<file path="src/rtl/carbon_uart_tx.sv">
// carbon_uart_tx: console transmitter fed by the MMIO UART byte stream.
// Bytes land in a small FIFO and are serialised LSB first on txd at
// CLK_DIV clocks per bit. Default framing is 8N1. Defining the macro
// CARBON_UART_TX_PARITY_EN inserts an even-parity bit, giving 8E1 framing.
// Source pulses are never stalled: a byte offered while full is dropped
// and latches the sticky overflow flag.
`timescale 1ns/1ps

module carbon_uart_tx #(
  parameter int CLK_DIV    = 16,
  parameter int FIFO_DEPTH = 8
) (
  input  logic                          clk,
  input  logic                          rst_n,
  input  logic                          in_valid,
  input  logic [7:0]                    in_data,
  output logic                          in_ready,
  input  logic                          ovf_clr,
  output logic                          txd,
  output logic                          busy,
  output logic [$clog2(FIFO_DEPTH):0]   fifo_count,
  output logic                          overflow
);

  localparam int AW = $clog2(FIFO_DEPTH);
  localparam int CW = AW + 1;
  localparam int BW = $clog2(CLK_DIV);
  localparam logic [BW-1:0] BAUD_RELOAD = BW'(CLK_DIV - 1);

  if (CLK_DIV < 2) begin : g_bad_clk_div
    $error("carbon_uart_tx: CLK_DIV must be >= 2");
  end
  if (FIFO_DEPTH < 2 || (FIFO_DEPTH & (FIFO_DEPTH - 1)) != 0) begin : g_bad_depth
    $error("carbon_uart_tx: FIFO_DEPTH must be a power of two >= 2");
  end

  typedef enum logic [2:0] {
    S_IDLE,
    S_START,
    S_DATA,
    S_STOP
`ifdef CARBON_UART_TX_PARITY_EN
    , S_PARITY
`endif
  } state_t;

  // FIFO storage and bookkeeping
  logic [7:0]    mem [FIFO_DEPTH];
  logic [AW-1:0] wr_ptr_q, rd_ptr_q;
  logic [CW-1:0] count_q, count_d;
  logic          overflow_q;

  // Serialiser state
  state_t        state_q;
  logic [BW-1:0] baud_q;
  logic [2:0]    bit_q;
  logic [7:0]    sh_q;
  logic          txd_q;
`ifdef CARBON_UART_TX_PARITY_EN
  logic          parity_q;
`endif

  logic       push, drop, pop, can_pop;
  logic [7:0] head;

  assign in_ready = (count_q != CW'(FIFO_DEPTH));
  assign push     = in_valid && in_ready;
  assign drop     = in_valid && !in_ready;
  assign can_pop  = (count_q != '0);
  // The head leaves the FIFO when a frame starts: from IDLE, or straight
  // out of the last stop-bit cycle so consecutive frames abut.
  assign pop      = can_pop &&
                    ((state_q == S_IDLE) || (state_q == S_STOP && baud_q == '0));
  assign head     = mem[rd_ptr_q];

  // Occupancy next-state: simultaneous push and pop leave it unchanged.
  always_comb begin
    // NOTE: assign a default first so no path leaves count_d unassigned,
    // which would otherwise infer a latch.
    count_d = count_q;
    unique case ({push, pop})
      2'b10:   count_d = count_q + CW'(1);
      2'b01:   count_d = count_q - CW'(1);
      default: count_d = count_q;
    endcase
  end

  // FIFO data array write.
  // NOTE: the array has no reset; stale entries are unreachable once the
  // pointers and count are cleared, and omitting reset keeps it plain RAM.
  always_ff @(posedge clk) begin
    if (push) mem[wr_ptr_q] <= in_data;
  end

  // FIFO pointers, occupancy and sticky overflow (set beats clear).
  // NOTE: sequential state uses non-blocking assignments so every flop
  // samples pre-edge values regardless of statement order.
  always_ff @(posedge clk or negedge rst_n) begin
    if (!rst_n) begin
      wr_ptr_q   <= '0;
      rd_ptr_q   <= '0;
      count_q    <= '0;
      overflow_q <= 1'b0;
    end else begin
      if (push) wr_ptr_q <= wr_ptr_q + AW'(1);
      if (pop)  rd_ptr_q <= rd_ptr_q + AW'(1);
      count_q <= count_d;
      if (drop)         overflow_q <= 1'b1;
      else if (ovf_clr) overflow_q <= 1'b0;
    end
  end

  // Frame sequencer: every bit holds for CLK_DIV cycles; txd is a flop.
  always_ff @(posedge clk or negedge rst_n) begin
    if (!rst_n) begin
      state_q  <= S_IDLE;
      baud_q   <= '0;
      bit_q    <= '0;
      sh_q     <= '0;
      txd_q    <= 1'b1;
`ifdef CARBON_UART_TX_PARITY_EN
      parity_q <= 1'b0;
`endif
    end else begin
      case (state_q)
        S_IDLE: begin
          txd_q <= 1'b1;
          if (pop) begin
            sh_q     <= head;
`ifdef CARBON_UART_TX_PARITY_EN
            parity_q <= ^head;
`endif
            txd_q    <= 1'b0;
            baud_q   <= BAUD_RELOAD;
            state_q  <= S_START;
          end
        end
        S_START: begin
          if (baud_q == '0) begin
            txd_q   <= sh_q[0];
            sh_q    <= {1'b0, sh_q[7:1]};
            bit_q   <= 3'd7;
            baud_q  <= BAUD_RELOAD;
            state_q <= S_DATA;
          end else begin
            baud_q <= baud_q - BW'(1);
          end
        end
        S_DATA: begin
          if (baud_q == '0) begin
            baud_q <= BAUD_RELOAD;
            if (bit_q != 3'd0) begin
              txd_q <= sh_q[0];
              sh_q  <= {1'b0, sh_q[7:1]};
              bit_q <= bit_q - 3'd1;
            end else begin
`ifdef CARBON_UART_TX_PARITY_EN
              txd_q   <= parity_q;
              state_q <= S_PARITY;
`else
              txd_q   <= 1'b1;
              state_q <= S_STOP;
`endif
            end
          end else begin
            baud_q <= baud_q - BW'(1);
          end
        end
`ifdef CARBON_UART_TX_PARITY_EN
        S_PARITY: begin
          if (baud_q == '0) begin
            txd_q   <= 1'b1;
            baud_q  <= BAUD_RELOAD;
            state_q <= S_STOP;
          end else begin
            baud_q <= baud_q - BW'(1);
          end
        end
`endif
        S_STOP: begin
          if (baud_q == '0) begin
            if (pop) begin
              sh_q     <= head;
`ifdef CARBON_UART_TX_PARITY_EN
              parity_q <= ^head;
`endif
              txd_q    <= 1'b0;
              baud_q   <= BAUD_RELOAD;
              state_q  <= S_START;
            end else begin
              state_q <= S_IDLE;
            end
          end else begin
            baud_q <= baud_q - BW'(1);
          end
        end
        default: begin
          txd_q   <= 1'b1;
          state_q <= S_IDLE;
        end
      endcase
    end
  end

  assign txd        = txd_q;
  assign busy       = (state_q != S_IDLE) || can_pop;
  assign fifo_count = count_q;
  assign overflow   = overflow_q;

endmodule

</file>
<file path="config.mk">
export PLATFORM = sky130hd
export DESIGN_NAME = carbon_uart_tx
export DESIGN_NICKNAME = d
export VERILOG_FILES = /design/src/rtl/carbon_uart_tx.sv
export SDC_FILE = /design/constraint.sdc
export NUM_CORES = 1
export LEC_CHECK = 0
export ABC_CLOCK_PERIOD_IN_PS = 6300
export CAP_MARGIN = 10
export CORE_AREA = 4 4 125 127
export CTS_CLUSTER_DIAMETER = 50
export DETAILED_ROUTE_END_ITERATION = 10
export DIE_AREA = 0 0 129 131
export DONT_BUFFER_PORTS = 1
export GPL_TIMING_DRIVEN = 0
export PLACE_DENSITY = 0.47
export SYNTH_ARGS = -nofsm -noshare
export SYNTH_HDL_FRONTEND = slang
export SYNTH_SLANG_ARGS = --single-unit
</file>
<file path="constraint.sdc">
create_clock -name clk -period 6.3 [get_ports clk]
set_clock_uncertainty 0.05 [all_clocks]
set_input_delay 0.63 -clock clk [delete_from_list [all_inputs] [get_ports clk]]
set_output_delay 0.63 -clock clk [all_outputs]
set_load 0.02 [all_outputs]
</file>
==> results of run 1 <==
how the worst min path moves through the flow:
| stage | start | end | slack, ps | depth (start not counted) |
|---|---|---|---|---|
| global placement | rst_n | baud_q[2] | 290 | 0 |
| detailed placement | rst_n | baud_q[3] | 290 | 0 |
| floorplan | rst_n | baud_q[0] | 280 | 0 |
| CTS | rst_n | baud_q[2] | 60 | 1 |
| global route | rst_n | baud_q[3] | 60 | 1 |
| finish | rst_n | baud_q[2] | 50 | 1 |
logic make-up after synthesis:
| group | Yosys count | synth area share (%) |
|---|---|---|
| flops | 93 | 61.4 |
| simple gates | 57 | 7.28 |
| compound gates | 42 | 6.87 |
| mux | 42 | 15.7 |
| fa+ha+maj | 14 | 4.06 |
| xor+xnor | 9 | 1.83 |
| buf+inv | 22 | 2.90 |
worst max-delay path, stage by stage, from the launching register on:
cell and delay [ps]:
dfrtp_1 460, buf_2 210, nor4b_1 470, nor2b_1 220, inv_1 260, ha_1 300, xor2_1 90, ha_1 180
a21oi_1 150, xor2_1 160, nor2_1 70, xor2_1 140
power breakdown:
| part | switching [W] | internal [W] |
|---|---|---|
| clock | 0.000246 | 0.000274 |
| sequential | 0.000129 | 0.000823 |
| combinational | 0.000559 | 0.000557 |
sequential cells by signal (all words and copies together) (netlist names):
| register | cells |
|---|---|
| baud_q | 4 |
| rd_ptr_q | 3 |
| bit_q | 3 |
| overflow | 1 |
| wr_ptr_q | 3 |
| mem | 64 |
| sh_q | 8 |
| txd | 1 |
| fifo_count | 4 |
| state_q | 2 |
final cells by class:
cell class	instances	share of cell area, %
clock inverters	7	1.13
multi-input cells	164	32.1
clock buffers	9	4.62
flip-flops and latches	93	54.3
repair buffers	2	0.564
plain buffers	11	1.72
inverters	11	0.846
well taps	184	4.72
layer usage:
| metal | global-route usage (%) | vias up | part of all wire [%] |
|---|---|---|---|
| li1 | - | 1103 | - |
| met1 | 13.4 | 1179 | 47 |
| met2 | 17.4 | 37 | 48 |
| met3 | 3.29 | 9 | 3.9 |
| met4 | 3.09 | 0 | 1.2 |
| met5 | 0 | - | 0 |
placed cells by master (no fill, tap or decap), types with 2 or more instances in the layout:
cell       count
mux4_2         6
buf_2          3
ha_1          14
a2111oi_0      2
mux4_1         9
xor2_1         5
a21oi_1       15
nor4_1         2
edfxtp_1      64
nor2_1        11
o31ai_1        2
mux2_2        27
clkbuf_16      9
o2bb2ai_1      2
nand2b_1       5
o21ai_0        8
dfrtp_1       28
o211ai_1       4
inv_6          4
nor3_2         4
xnor2_1        4
buf_12         2
nand3b_1       3
buf_6          3
nand2_1       14
inv_1         10
nor3b_1        3
clkbuf_1       3
nor2b_1        6
through the flow:
stage                     instance area [µm²]  util (%)  power, W  hold WS (ps)  setup WS [ps]
after floorplan                          4310         -   0.00183           284           3720
after global placement                   4540      31.5   0.00207           286           2460
after detailed placement                 4580      31.7   0.00209           286           3390
after CTS                                4880      33.8   0.00262          56.5           3360
after global routing                     4880      33.8   0.00276          58.1           3120
final                                    4880      33.8   0.00259          52.5           3410
==> results.md, run 1 <==
* Share of cells above drive strength 1 at 23.6%
* Die Height at 131 µm
* Bufs on Longest Clock Path at 2
* RSZ-0062 raised after global routing: no
* Syn_nets at 305
* Max-Cap Viols at 0
* Crit path DAT at 3040 ps
* Syn Area/Cell at 15.5 µm²
* Vias per std cell at 4.84
* Synth cell types at 46
* Fillers at between 1,000 and 1,500
* Post-CTS setup buffer count at 0
* Worst R2R Start: fifo_count[1]
* Hold_buf cts at 1
* Final GP Congestion at around 0.8
* Last element of the critical path: fifo_count[2]
* Setup Total Neg Slack at 0 ps
* DRT iter0 DRCs at ~120
* Remaining Overflow, GRT at 0
* Antenna viol nets, final at 0
* Max Fclk at 0.346 GHz
* # port buffers at 0
* Worst skew pair latency at about 340 ps
* Drt total wl at 8.39 mm
* # diodes at 0
* Area contributors post-synth: edfxtp_1 45%, dfrtp_1 16%, mux2_2 7.0%, mux4_1 5.5%, ha_1 4.1%
* CTS buffer count at 9
* Mapped Area at 4310 µm²
* CTS sink cnt at 93
* Post-DP HPWL at about 5.5 mm
* #FFs+latches synth at 93
* Clock Root Buffer: clkbuf_16
* Reg-to-reg endpoint: fifo_count[2]
* Crit path max fanout at 9
* Finish-stage setup viols at 0
* Post_cts resized at 0
* Non-Filler Instances at a little under 500
* Synth cell count leaders: 64 x edfxtp_1, 28 x dfrtp_1, 27 x mux2_2, 15 x a21oi_1
* Detailed-router iteration count before antenna repair at 4
* Most common cell in the netlist: edfxtp_1
* Startpoint Class: flip-flop
* Req. time, crit path at about 6500 ps
* Largest net degree at the start of global routing at 29
* H-tree Lvls at 3
* Core box area at 14,400 µm²
* Vias at 2,328
* Worst hold path type: input port to asynchronous set/reset pin
* Final hold vios at 0
* Synth warn at 0
* Vias in the first global route at 2,361
* Slew headroom at 36.3%
* Synth area leader: edfxtp_1
* Slew @ Worst Pin at 950 ps
* Initial antenna violation count at 0
* Rows at 44
* R2R Setup Slk at 3410 ps
* Wire length of the first global-routing pass at 13.3 mm
* Post-synth top flop: edfxtp_1
* CP startpoint: fifo_count[1]
* Nets at approximately 320
* Starting density of the core at 29.9%
* Drt wl/cell at roughly 17 µm
* Fin. max-slew vios at 0
* DRC violations left at 0
* Post-route minimum period at 2890 ps
* Clock-pin slew on the worst setup and hold paths at 70 ps
* Pwr per Cell Area at 531 nW/µm²
* Die area at 16,900 µm²
* Ys async rst share at 31.2%
* CTS tree: built
* Post-synth EDFFs at 64
* Die Span X at 129 µm
* Reg area at 2650 µm²
* Multi-input combinational cell area at about 1600 µm²
* Post-Place Cells at 464
* FF-to-FF path depth at 11
* Ratio of final minimum period to clock period at 45.8%
* Status: complete, no violations
* I/O pin total at 20
* CP endpoint kind: flip-flop
* Worst VDD drop at 0.000221 V
* Area growth, synth to finish at 13.1%
* WS Path Type: flip-flop to flip-flop
* GRT Resource Usage Total at 10.6%
* Cells after Synth at 279
* Share of the synthesized area in the top cell type at 44.5%
* Leakage component of the power at 1.74 nW
* Sequential element share of the synthesized area at 61.4%
Power figures use the tool's default switching activity.
==> run 2, diff against run 1 <==
- ABC_AREA: not set -> 1
- ABC_CLOCK_PERIOD_IN_PS: 6300 -> 2400
- CORE_AREA: 4 4 125 127 -> 4 4 126 128
- DIE_AREA: 0 0 129 131 -> 0 0 130 132
- PLACE_DENSITY: 0.47 -> 0.49
- clock period: 6.3 -> 2.4 ns (I/O delays scaled with it)
==> run 2 against run 1 <==
Compared with the run above: cell count increased by 32%; synthesized cell count increased by 50%; global-route usage increased by 0.98 points; die area increased by 1.5%; setup slack got worse by 3300 ps; critical endpoint unchanged.
==> results.md, run 2 <==
* Req. time, crit path at 2580 ps (-3880 ps)
* Die area at 17,200 µm² (+1.5%)
* Post-route minimum period at 2270 ps (-617 ps)
* Slew @ Worst Pin at 520 ps (-430 ps)
* Reg-to-reg endpoint: fifo_count[2]
* Post-synthesis adder-cell area fraction at 4.01% (-0.051 points)
* Detailed-router iteration count before antenna repair at 5 (+1)
* Vias per std cell at 4.61 (-4.8%)
* Worst R2R Start: state_q[0]
* Clock-pin slew on the worst setup and hold paths at 70 ps (about the same)
* Non-Filler Instances at 637 (+32%)
* Nets at 468 (+47%)
* Ys async rst share at 31.2% (unchanged)
* Drt total wl at 9.53 mm (+14%)
* Drt wl/cell at 15.0 µm (-14%)
* Most common cell after layout, fill and taps aside: nand2_1
* Fillers at 1,496 (+6.0%)
* Worst Hold Path EP: wr_ptr_q[0]
* Cells after Synth at 418 (+50%)
* Top reg by flops: mem
* Met3 usage in global routing at 3.93% (+0.64 points)
* Bufs on Longest Clock Path at 2 (unchanged)
* Hold_ws at 29.0 ps (-23.5 ps)
* Final hold vios at 0 (unchanged)
* Rows at 45 (+2.3%)
* Post-synth top flop: edfxtp_1
* CTS buffer count at 9 (unchanged)
* Sequential element share of the synthesized area at 60.6% (-0.77 points)
* Final GP Congestion at 0.769 (-2.4%)
* Crit path DAT at 2450 ps (-590 ps)
* # port buffers at 0 (unchanged)
* Post-synth EDFFs at 64 (unchanged)
* Initial antenna violation count at 2 (+2)
* CTS tree: built
* Antenna viol nets, final at 0 (unchanged)
* Core box area at 14,900 µm² (+3.1%)
* Hold Path Stages at 3
* Synth cell types at 35 (-24%)
* Synth cell count leaders: 108 x nand2_1, 64 x edfxtp_1, 36 x nand3_1, 32 x nor2_1, 28 x dfrtp_1
* Die Span X at 130 µm (+0.78%)
* H-tree Lvls at 3 (unchanged)
* Synth Area in Simple Gates at 19.7% (+12 points)
* Post-DP HPWL at 6.51 mm (+19%)
* Remaining Overflow, GRT at 0 (unchanged)
* XOR/XNOR share of the synthesized area at 1.60% (-0.22 points)
* Mapped Area at 4370 µm² (+1.3%)
* Wire length of the first global-routing pass at 15.1 mm (+13%)
* Area contributors post-synth: edfxtp_1 44%, dfrtp_1 16%, nand2_1 9.3%, nand3_1 4.1%, ha_1 4.0%
* DRT iter0 DRCs at 103 (-12%)
* Combinational family with the most area after synthesis: simple AND/OR/NAND/NOR gates
* Startpoint Class: flip-flop
* Starting density of the core at 29.4% (-0.52 points)
* Most common cell in the netlist: nand2_1
* Synth warn at 0 (unchanged)
* CP startpoint: state_q[0]
* Max-Cap Viols at 0 (unchanged)
* Finish-stage setup viols at 0 (unchanged)
* #FFs+latches synth at 93 (unchanged)
* R2R Setup Slk at 130 ps (-3280 ps)
* Area growth, synth to finish at 17.7%
* Top flop regs: mem (64), sh_q (8)
* Max Fclk at 0.441 GHz (+27%)
* Crit path max fanout at 8 (-1)
* Syn_nets at 444 (+46%)
* Worst skew pair latency at 350 ps (about the same)
* Die Height at 132 µm (+0.76%)
* Share of cells above drive strength 1 at 17.9% (-5.7 points)
* Post-Place Cells at 606 (+31%)
* Hold Crit Start: in_valid
* Syn Area/Cell at 10.5 µm² (-32%)
* Largest net degree at the start of global routing at 30 (+3.4%)
* FF-to-FF path depth at 14 (+3)
* Vias in the first global route at 2,903 (+23%)
* Fin. max-slew vios at 0 (unchanged)
* Met1 Use GR at 14.7% (+1.3 points)
* CP endpoint kind: flip-flop
* Worst hold path type: input port to flip-flop
* DRC violations left at 0 (unchanged)
* GRT busiest layer: met2
* Slew headroom at 65.3% (+29 points)
* Share of the synthesized area in the top cell type at 44.0% (-0.56 points)
* Worst VDD drop at 0.000588 V (+170%)
* GRT Resource Usage Total at 11.5% (+0.98 points)
* Ratio of final minimum period to clock period at 94.6% (+49 points)
* WS Path Type: flip-flop to flip-flop
* Clock Root Buffer: clkbuf_16
* Compound-gate portion of the synthesized area at 9.36% (+2.5 points)
* I/O pin total at 20 (unchanged)
* Met2 Use GR at 18.5% (+1.1 points)
* Most frequent cells in the layout: 107 x nand2_1, 64 x edfxtp_1, 35 x nand3_1
* Post-synthesis mux area share at 0% (-16 points)
* Leakage component of the power at 1.99 nW (+14%)
* Max FFs per register at 64 (unchanged)
* Synth area leader: edfxtp_1
* Vias at 2,934 (+26%)
* Pwr per Cell Area at 802 nW/µm² (+51%)
* Status: complete, no violations
* CTS sink cnt at 93 (unchanged)
==> run 2: changes by cell type in the layout (fill, tap and decap cells not counted), sizes merged, moves of 6 or more <==
cell         before  now
dlygate4sd3       0   11
inv              16   32
mux2             27    0
mux4             15    0
nand2            14  116
nand3             0   37
nor2             11   35
nor2b             6    0
o21ai             9   35
==> run 2: power by group <==
| group | internal, W | switching [W] |
|---|---|---|
| clock | 0.000828 | 0.000645 |
| combinational | 0.000165 | 0.000356 |
| sequential | 0.00196 | 0.000172 |
==> run 2: cells by family (layout without fill, tap and decap cells) <==
family	Yosys count	in the layout
AOI/OAI and AO/OA	68	68
other	0	2
and+or+nand+nor	193	193
adders and majority gates	14	14
xor gates and xnor gates	8	8
buffers and inverters	42	71
DFF	93	93
==> run 2: layer usage <==
| metal | wire (µm) | vias up |
|---|---|---|
| met1 | 4470 | 1387 |
| met2 | 4490 | 55 |
| met3 | 425 | 12 |
| met5 | 0 | - |
| li1 | - | 1480 |
| met4 | 148 | 0 |
==> run 2: critical path, stage by stage (launching register included) <==
cell and delay, ps:
dfrtp_2 450, inv_2 100, ha_2 210, inv_1 50
nand2_2 70, nand2_4 120, inv_6 110, ha_2 200
nand2_1 80, inv_1 80, nor2_2 50, ha_1 170
a21oi_1 180, xor2_1 150, o21ai_0 80
==> run 2: stage by stage <==
step / instance area, µm² / setup WS (ps) / setup TNS (ps) / total power, W / utilization (%)
after floorplan: 4370 / 221 / 0 / 0.00244 / -
after global placement: 4600 / -289 / -12640 / 0.00256 / 31.0
after detailed placement: 4600 / -353 / -16110 / 0.00259 / 31.0
after CTS: 5070 / 11.3 / 0 / 0.00415 / 34.1
after global routing: 5140 / -15.6 / -15.6 / 0.00434 / 34.6
final: 5140 / 130 / 0 / 0.00413 / 34.6
==> run 2: worst max-delay path by stage <==
stage | end | slack (ps)
after floorplan | fifo_count[2] | 220
after global placement | mem[0][4] | -290
after detailed placement | mem[0][3] | -350
after CTS | fifo_count[2] | 10
after global routing | fifo_count[2] | -20
final | fifo_count[2] | 130
==> run 2: repair_timing <==
| item | CTS | global route |
|---|---|---|
| resized for setup | 13 | 19 |
| hold endpoints to repair | 94 | 0 |
| setup endpoints to repair | 67 | 3 |
| buffers inserted | 0 | 1 |
| hold buffers | 12 | 0 |
==> run 2: final cells by class <==
class                   count  area [µm²]  share of cell area (%)
well taps                 188         235                    4.57
clock buffers              10         229                    4.45
diodes                      2        5.00                  0.0973
repair buffers             13         138                    2.68
flip-flops and latches     93        2660                    51.7
clock inverters             6        76.3                    1.48
multi-input cells         283        1590                    31.0
plain buffers              12        88.8                    1.73
inverters                  30         120                    2.34
==> run 3, diff against run 2 <==
- CORE_AREA: 4 4 126 128 -> 2 2 124 126
- DIE_AREA: 0 0 130 132 -> 0 0 126 128
- RECOVER_POWER: not set -> 50
- SLEW_MARGIN: not set -> 10
==> run 3 against run 2 <==
Compared with the run above: die area down 6.0%; worst hold slack gained 42 ps; sequential cell count stayed put; wire length rose by 0.49%; critical endpoint unchanged; setup slack about the same; final area fell by 0.90%; first-iteration DRC count is 50% higher; clock power is essentially flat.
==> results.md, run 3 (synthesized netlist as in run 2, its figures left out) <==
* Status: complete, no violations
* Vias per std cell at 4.62 (+0.28%)
* Cell chain of the critical path: nor2_2 -> nand3_1 -> nand2_4 -> inv_4 -> ha_2 -> nand2_1 -> inv_1 -> nor2_1 -> ha_1 -> a21oi_1 -> xor2_1 -> o21ai_1
* Remaining Overflow, GRT at 0 (unchanged)
* Post-route minimum period at 2270 ps (+0.0300 ps)
* Leakage component of the power at 1.99 nW (+0.18%)
* Starting density of the core at 29.4% (unchanged)
* Fillers at 1,517 (+1.4%)
* WS Path Type: flip-flop to flip-flop
* Vias at 2,933 (-0.034%)
* Clock Root Buffer: clkbuf_16
* Switching Share at 28.1% (-0.29 points)
* Max FFs per register at 64 (unchanged)
* # diodes at 0 (-2)
* Most common cell after layout, fill and taps aside: nand2_1
* Max Fclk at 0.441 GHz (about the same)
* Worst skew pair latency at 350 ps (about the same)
* Critical path's top delay family: simple AND/OR/NAND/NOR gates
* Final GP Congestion at 0.770 (+0.16%)
* Vias in the first global route at 2,954 (+1.8%)
* Antenna viol nets, final at 0 (unchanged)
* DRC violations left at 0 (unchanged)
* Worst hold path type: input port to flip-flop
* Combinational share of power at 12.3% (-0.3 points)
* Multi-input combinational cell area at 1570 µm² (-1.3%)
* Crit-path slowest cell: dfrtp_2
* Crit path DAT at 2490 ps (+40 ps)
* Drt total wl at 9.58 mm (+0.49%)
* CTS buffer count at 9 (unchanged)
* Nets at 468 (unchanged)
* Startpoint Class: flip-flop
* Largest net degree at the start of global routing at 30 (unchanged)
* Initial antenna violation count at 0 (-2)
* Final hold vios at 0 (unchanged)
* Sw Pwr at 0.00114 W (-2.5%)
* GRT Resource Usage Total at 12.6% (+1.1 points)
* Rows at 45 (unchanged)
* Max-Cap Viols at 0 (unchanged)
* Crit path max fanout at 8 (unchanged)
* Fin. max-slew vios at 0 (unchanged)
* Area growth, synth to finish at 16.6%
* CP endpoint kind: flip-flop
* Util after Layout at 34.3% (-0.31 points)
* Met3 usage in global routing at 3.76% (-0.17 points)
* H-tree Lvls at 3 (unchanged)
* Clock-pin slew on the worst setup and hold paths at 70 ps (about the same)
* Share of cells above drive strength 1 at 16.3% (-1.6 points)
* Drt wl/cell at 15.1 µm (+0.81%)
* Detailed-router iteration count before antenna repair at 4 (-1)
* Die area at 16,100 µm² (-6.0%)
* CTS tree: built
* GRT busiest layer: met2
* Critical Path Max Stage Delay at 490 ps (+40 ps)
* Slew headroom at 6.11% (-59 points)
* Die Span X at 126 µm (-3.1%)
* Met2 Use GR at 20.8% (+2.3 points)
* Wire length of the first global-routing pass at 15.6 mm (+3.2%)
* Int Pwr at 0.00292 W (-1.1%)
* Core box area at 14,900 µm² (unchanged)
* Most frequent cells in the layout: 107 x nand2_1, 64 x edfxtp_1, 35 x nand3_1
* Clk pwr share at 35.5% (-0.2 points)
* Worst VDD drop at 0.000632 V (+7.5%)
* Worst Path Buf+Inv at 2 (-2)
* DRT iter0 DRCs at 154 (+50%)
* Slew @ Worst Pin at 1410 ps (+888 ps)
* CTS sink cnt at 93 (unchanged)
* RSZ-0062 raised after global routing: yes
* Finish-stage setup viols at 0 (unchanged)
* Pwr Total at 0.00407 W (-1.5%)
* Pwr per Cell Area at 798 nW/µm² (-0.56%)
* Req. time, crit path at 2620 ps (+40 ps)
* Seq pwr share at 52.2% (+0.5 points)
* Met1 Use GR at 16.0% (+1.3 points)
* I/O pin total at 20 (unchanged)
* Bufs on Longest Clock Path at 2 (unchanged)
* Die Height at 128 µm (-3.0%)
* Post-DP HPWL at 6.48 mm (-0.45%)
* Top reg by flops: mem
* # port buffers at 0 (unchanged)
* Ratio of final minimum period to clock period at 94.6% (about the same)
* Reg area at 2650 µm² (-0.14%)
* Top flop regs: mem (64), sh_q (8)
==> run 3: worst min-delay path: stages <==
cell and delay [ps]:
nand2_2 80, nand2_1 70, nand2_1 50
==> run 3: final timing paths <==
check                                    from       endpoint  slack [ps]  depth (start not counted)
min in group asynchronous               rst_n  fifo_count[3]         800                          2
worst max register to register  fifo_count[0]  fifo_count[2]         130                         12
worst min register to register        sh_q[1]        sh_q[1]         440                          2
worst max-delay path            fifo_count[0]  fifo_count[2]         130                         12
worst min-delay path                 in_valid    wr_ptr_q[0]          70                          3
max in group asynchronous               rst_n     state_q[1]         570                          2
==> run 3: cell type report <==
cell class,count,share of cell area (%)
plain buffers,12,1.74
multi-input cells,283,30.9
flip-flops and latches,93,52.0
clock inverters,7,1.42
repair buffers,13,2.55
well taps,188,4.62
clock buffers,9,4.42
inverters,30,2.31
==> run 3: power groups by stage <==
stage / logic [W] / registers, W / clock network (W)
after floorplan: 0.000327 / 0.00212 / 0
after global placement: 0.000409 / 0.00215 / 0
after detailed placement: 0.000428 / 0.00216 / 0
after CTS: 0.000498 / 0.00213 / 0.00148
after global routing: 0.000574 / 0.00214 / 0.00153
final: 0.000501 / 0.00212 / 0.00144
==> run 3: metrics by stage <==
stage               setup TNS (ps)  std cells  hold slack, ps  area [µm²]  worst slack (ps)
floorplan                        0        418            -106        4370               221
global placement             -7610        606            -105        4600              -214
detailed placement           -9810        606            -104        4600              -274
CTS                              0        635            72.1        5060              11.2
global route                 -75.5        635            82.5        5100             -75.5
finish                           0        635            70.5        5100               130
==> run 3: routing by layer <==
layer	wire length [µm]	share of wire, %	vias to the layer above
met5	0	0	-
met1	4420	46	1390
met4	149	1.6	0
met3	430	4.5	14
met2	4580	48	53
li1	-	-	1476
==> run 3: what timing repair did <==
| item | 4_1_cts | 5_1_grt |
|---|---|---|
| setup buffers | 1 | 0 |
| hold buffers | 12 | 0 |
| endpoints found under the hold margin | 94 | 0 |
| endpoints found under the setup margin | 66 | 39 |
| resized for setup | 10 | 14 |
